<file path="src/rtl/led_breather.sv">
// led_breather: PWM "breathing" LED driver sequenced by an upstream tick strobe
module led_breather #(
    parameter int PWM_BITS   = 8,
    parameter int STEP       = 4,
    parameter int HOLD_TICKS = 16
) (
    input  logic       clk,
    input  logic       rst_n,
    input  logic       enable,
    input  logic       tick,
    output logic       led,
    output logic [1:0] phase,
    output logic       cycle_done
);
    localparam int HW = $clog2(HOLD_TICKS + 1);
    localparam logic [PWM_BITS-1:0] MAX_V = '1;
    localparam logic [PWM_BITS-1:0] STEP_V = PWM_BITS'(STEP);
    localparam logic [HW-1:0] HOLD_LAST = HW'(HOLD_TICKS - 1);

    typedef enum logic [1:0] {RISE = 2'd0, HIGH = 2'd1, FALL = 2'd2, LOW = 2'd3} state_t;

    state_t              state;
    logic [PWM_BITS-1:0] duty, active_duty, pwm_cnt, duty_up, duty_dn;
    logic [PWM_BITS:0]   sum;
    logic [HW-1:0]       hold_cnt;
    logic                hold_end;

    assign phase = state;

    // Saturating ramp steps; the sum is one bit wider so it cannot wrap
    always_comb begin
        sum      = {1'b0, duty} + {1'b0, STEP_V};
        duty_up  = sum > {1'b0, MAX_V} ? MAX_V : sum[PWM_BITS-1:0];
        duty_dn  = duty > STEP_V ? duty - STEP_V : '0;
        hold_end = hold_cnt == HOLD_LAST;
    end

    // Breathing sequencer: one action per tick, parked at RISE/0 while disabled
    always_ff @(posedge clk or negedge rst_n) begin
        if (!rst_n) begin
            state      <= RISE;
            duty       <= '0;
            hold_cnt   <= '0;
            cycle_done <= 1'b0;
        end else begin
            cycle_done <= 1'b0;
            if (!enable) begin
                state    <= RISE;
                duty     <= '0;
                hold_cnt <= '0;
            end else if (tick) begin
                case (state)
                    RISE: begin
                        duty <= duty_up;
                        if (duty_up == MAX_V) begin
                            state    <= HIGH;
                            hold_cnt <= '0;
                        end
                    end
                    HIGH: begin
                        state    <= hold_end ? FALL : HIGH;
                        hold_cnt <= hold_end ? '0 : hold_cnt + 1'b1;
                    end
                    FALL: begin
                        duty <= duty_dn;
                        if (duty_dn == '0) begin
                            state    <= LOW;
                            hold_cnt <= '0;
                        end
                    end
                    default: begin
                        state      <= hold_end ? RISE : LOW;
                        hold_cnt   <= hold_end ? '0 : hold_cnt + 1'b1;
                        cycle_done <= hold_end;
                    end
                endcase
            end
        end
    end

    // Free-running PWM; duty is latched only at the period boundary to avoid glitches
    always_ff @(posedge clk or negedge rst_n) begin
        if (!rst_n) begin
            pwm_cnt     <= '0;
            active_duty <= '0;
            led         <= 1'b0;
        end else begin
            pwm_cnt <= pwm_cnt + 1'b1;
            if (pwm_cnt == MAX_V) active_duty <= duty;
            led <= enable & (pwm_cnt < active_duty);
        end
    end
endmodule

</file>
<file path="config.mk">
export PLATFORM = sky130hd
export DESIGN_NAME = led_breather
export DESIGN_NICKNAME = d
export VERILOG_FILES = /design/src/rtl/led_breather.sv
export SDC_FILE = /design/constraint.sdc
export NUM_CORES = 1
export LEC_CHECK = 0
export ABC_CLOCK_PERIOD_IN_PS = 5700
export BUFFER_PORTS_ARGS = -buffer_cell sky130_fd_sc_hd__buf_2
export CAP_MARGIN = 20
export CORE_ASPECT_RATIO = 0.9
export CORE_MARGIN = 2
export CORE_UTILIZATION = 50
export DETAILED_ROUTE_END_ITERATION = 12
export PLACE_DENSITY = 0.65
export SYNTH_ARGS = -nofsm -noshare
export SYNTH_HDL_FRONTEND = slang
export SYNTH_SLANG_ARGS = --single-unit
</file>
<file path="constraint.sdc">
create_clock -name clk -period 5.7 [get_ports clk]
set_input_delay 0.57 -clock clk [delete_from_list [all_inputs] [get_ports clk]]
set_output_delay 0.57 -clock clk [all_outputs]
set_load 0.05 [all_outputs]
</file>
* Word-level counts from Yosys, hierarchy flattened
Index checks and enable logic that the tools add are counted.
** Cells by class
- Add/sub/neg operators :: 4
- Multiply operators :: 0
- Divide/modulo/power cells :: 0
- Order comparisons :: 3
- Equal/unequal tests :: 9
- Shift-type cells :: 0
- Multiplexer cells :: 21
- Bitwise logic cells :: 1
- Reduce and logical (&&, ||, !) cells :: 5
** Operators with widths (count)
- 2-to-1 mux 8 bit :: 4
- 2-to-1 mux 5 bit :: 5
- == test 8 bit (second input constant) :: 2
- one-hot mux 8 bit (2 select lines) :: 1
- 2-to-1 mux 2 bit :: 6
- one-hot mux 5 bit (2 select lines) :: 1
- adder 8 x 3 -> 9 bit (second input constant) :: 1
- > comparator 9 x 8 -> 1 bit (second input constant) :: 1
- adder 8 x 1 -> 8 bit (second input constant) :: 1
- > comparator 8 x 3 -> 1 bit (second input constant) :: 1
- logical NOT 8 bit :: 1
- less-than comparator 8 bit :: 1
- subtractor 8 x 3 -> 8 bit (second input constant) :: 1
- inequality test 3 bit (second input constant) :: 2
- one-hot mux 2 bit (3 select lines) :: 1
- adder 5 x 1 -> 5 bit (second input constant) :: 1
- == test 5 x 4 -> 1 bit (second input constant) :: 1
- 2-to-1 mux 1 bit :: 3
- inequality test 3 x 1 -> 1 bit (second input constant) :: 1
- AND reduction 3 bit :: 1
- OR reduction 3 bit :: 1
- == test 2 x 1 -> 1 bit (second input constant) :: 1
- == test 2 bit (second input constant) :: 1
- logical NOT 2 bit :: 1
- other kinds (3) :: 3
** Storage, ports and cells
- Register bits after elaboration :: 33
- Bits in latches :: 0
- Memory bits (writable) :: 0
- Memory bits (read-only) :: 0
- Logic and storage cells :: 50
- Memories kept :: 0

* Depth between registers and ports, before layout
- Depth in word-level cells :: 8
- Mapped depth :: 9
- Mapped depth without buffers :: 8

* Worst setup path after synthesis
Ideal clock, no wire load.
- Path kind :: register to register
- Start point :: register duty[2]
- End point :: register hold_cnt[3]
- Library setup time :: 126 ps
- Arrival time :: 2346 ps
- Slack :: 3228 ps
- Stages on the path, launching flop included :: 10
- Cell sequence :: dfrtp_1 > clkbuf_1 > inv_1 > ha_1 > nand2_1 > or4b_1 > a221o_1 > nand3_2 > nand2_4 > a311o_1
** Between the ends
- Longest elaborated chain between the ends :: 6
- Elaborated cells between the ends (all ways) :: 11
** Ends and longest elaborated chain
- start: declaration :: RTL line 23 : logic [PWM_BITS-1:0] duty, active_duty, pwm_cnt, duty_up, duty_dn;
- start signal: assignment :: RTL line 54 : duty <= duty_up;
- start signal: assignment :: RTL line 65 : duty <= duty_dn;
- adder 8 x 3 -> 9 bit :: RTL line 32 : sum = {1'b0, duty} + {1'b0, STEP_V};
- > comparator 9 x 8 -> 1 bit :: RTL line 33 : duty_up = sum > {1'b0, MAX_V} ? MAX_V : sum[PWM_BITS-1:0];
- 2-to-1 mux 8 bit :: RTL line 33
- == test 8 bit :: RTL line 55 : if (duty_up == MAX_V) begin
- inequality test 3 bit (no source line)
- AND reduction 3 bit (no source line) *
- end signal: assignment :: RTL line 62 : hold_cnt <= hold_end ? '0 : hold_cnt + 1'b1;
- end signal: assignment :: RTL line 73 : hold_cnt <= hold_end ? '0 : hold_cnt + 1'b1;
- end: declaration :: RTL line 25 : logic [HW-1:0] hold_cnt;
Every way passes the cells marked *; elsewhere a longest branch is shown, timed or not.
A chain may end at the register's enable or synchronous reset.

* Worst setup path after layout
Ends and elaborated chain as after synthesis.

==> metrics.txt <==
nets 239; Max Clock Skew 0.00733 ns; Buffers & Inverters on Critical Path 0; crit-path cells ha_1, or3b_1, o32a_1, a221o_1, nand3_2, nand2_4, a311o_1; leakage ~0.00094 uW; WP data arrival about 2.8 ns; worst vdd ir 0.000173 V; H-tree depth 2; synthesized flop and latch total 33; Fin. Hold Viols 0; Synth Flop Type dfrtp_1; vias per cell just under 6; Post-Syn Area about 2000 um2; cell count of the worst reg-to-reg path 7; Crit. End Element flip-flop; slowest CP cell dfrtp_1; ys async rst share 100%; EDFF count, synth 0; DRC Markers 0; share of cells above drive strength 1 between 8 and 9%; Area Overhead vs Synth 6.71%; part of the power in registers between 50% and 60%; commonest cells after routing, fill and taps aside dfrtp_1, nand2_1, o21ai_0; Tmin final roughly 2.6 ns; pin count of the biggest net entering global routing 34; result of the run complete, no violations; PostCTS Resize Cnt 0; maxcap violations 0; Worst slew margin about half; DIE AREA between 4000 and 5000 um2; Final WS setup between 3 and 4 ns; CP top delay family compound AO/OA/AOI/OAI gates; drt pass-1 iters 4; total CTS buffers 5; Int Power approximately 330 uW; Yosys cell types 44; crit share post-route 45.6%; Starting Density a little over half; Rows 21; dpl hpwl between 3 and 4 mm; core area 3760 um2; # clock sinks 33; worst setup path class reg2reg; Max Clock Freq roughly 0.39 GHz; Switching Share 25.6%; IO Count 8; Final Setup Violations 0; first-pass GRT wire length between 7 and 8 mm; number of routed nets with antenna violations 0; clk slew on worst S/H paths 0.07 ns; syn_nets 235; max-slew violation count 0; grt ovf 0; CP Depth 7; sequential element share of the synthesized area about two fifths; Largest stage delay, worst path about 0.52 ns; Routability Congestion between 0.8 and 0.9; Post-CTS Hold Buffers 0; Clock power frac about two fifths; vias 1595; # Post-CTS Setup Buffers 0; # fillers roughly 340; GRT Resource Usage Total between 20% and 30%; post-route setup TNS 0 ns; worst slack, placed approximately 3.1 ns; DIE HEIGHT approximately 64 um; startpoint types flip-flop; Slew @ Worst Pin approximately 0.73 ns; worst skew pair latency 0.29 ns; Port Buf Inserts 7; crit-path max FO 13; WL/cell approximately 15 um; most common cell after layout, fill and taps aside dfrtp_1; Clock Path Buffers 2; Routed WL slightly above 4 mm; overall power ~440 uW; initial antenna violation count 0; Worst EP required 5.88 ns; DRT iter0 DRCs roughly 170; chip width 70.3 um; PwrDens between 200 and 250 nW/um2; worst hold path class in2async; clock root cell clkbuf_8; Comb pwr share roughly 7.3%; ANT cells 0; hold slack 0.328 ns; RSZ-0062 raised after global routing false; vias in the first global route roughly 1600; YS warnings 0; net switching power between 100 and 150 uW; CTS tree yes; synthesized instance count between 200 and 250; Avg Cell Area, Syn 9.07 um2
==> per-layer routing <==
metal  GRT usage (%)  share of wire (%)
met1            27.3                 45
met2            34.2                 49
met3            4.96                5.9
met4            5.53               0.17
met5               0                  0
==> synthesized netlist by cell type, types with 3 or more instances <==
cell type	n	area (um2)
nand3_1	12	60.1
ha_1	13	163
nor2_1	8	30.0
a31oi_1	4	25.0
o22ai_1	3	18.8
o211ai_1	3	22.5
clkbuf_1	8	30.0
and2_1	5	31.3
nand4_1	3	18.8
nand2b_1	3	18.8
xnor2_1	7	61.3
and3_1	4	25.0
mux2i_1	3	30.0
o21ai_0	18	90.1
nor3_1	7	35.0
nand2_1	27	101
inv_1	14	52.6
dfrtp_1	33	826
a21oi_1	10	50.1
==> registers in the layout, indices dropped and copies added, names as in the netlist <==
register	cells
active_duty	8
cycle_done	1
duty	8
hold_cnt	5
led	1
phase	2
pwm_cnt	8
==> worst paths after layout <==
path	start	to	slack, ns
worst max register to register	duty[2]	hold_cnt[3]	3.10
max in group asynchronous	rst_n	cycle_done	4.89
min in group clk	pwm_cnt[5]	pwm_cnt[5]	0.51
worst max-delay path	duty[2]	hold_cnt[3]	3.10
worst min-delay path	rst_n	duty[7]	0.33
worst min register to register	pwm_cnt[5]	pwm_cnt[5]	0.51
==> cells by family after synthesis <==
family | after synthesis | synth area share [%]
DFF | 33 | 41.8
AOI/OAI and AO/OA | 53 | 17.3
and+or+nand+nor | 82 | 21.6
xor gates and xnor gates | 9 | 3.99
buffers and inverters | 24 | 5.00
adders and majority gates | 13 | 8.23
muxes | 4 | 2.09
==> metrics by stage <==
step           instances  instance area, um2  util (%)
4_1_cts              269                2110      56.1
5_1_grt              269                2110      56.1
3_3_place_gp         261                2020      53.8
2_1_floorplan        218                1980         -
6_report             269                2110      56.1
3_5_place_dp         261                2020      53.8
==> power by group through the flow <==
stage / combinational (uW) / sequential, uW / clock, uW
2_1_floorplan: 22.8 / 241 / 0
3_3_place_gp: 31.3 / 243 / 0
3_5_place_dp: 32.2 / 243 / 0
4_1_cts: 32.3 / 239 / 178
5_1_grt: 36.8 / 239 / 190
6_report: 32.4 / 239 / 172
==> layout make-up <==
type / instances / area (um2) / area share, %
inverters: 14 / 52.6 / 2.49
flip-flops and latches: 33 / 826 / 39.1
multi-input cells: 161 / 1050 / 49.9
clock buffers: 5 / 68.8 / 3.26
well taps: 46 / 57.6 / 2.73
repair buffers: 7 / 35.0 / 1.66
clock inverters: 3 / 17.5 / 0.830
Note: power is estimated with default switching activity, not from simulation.
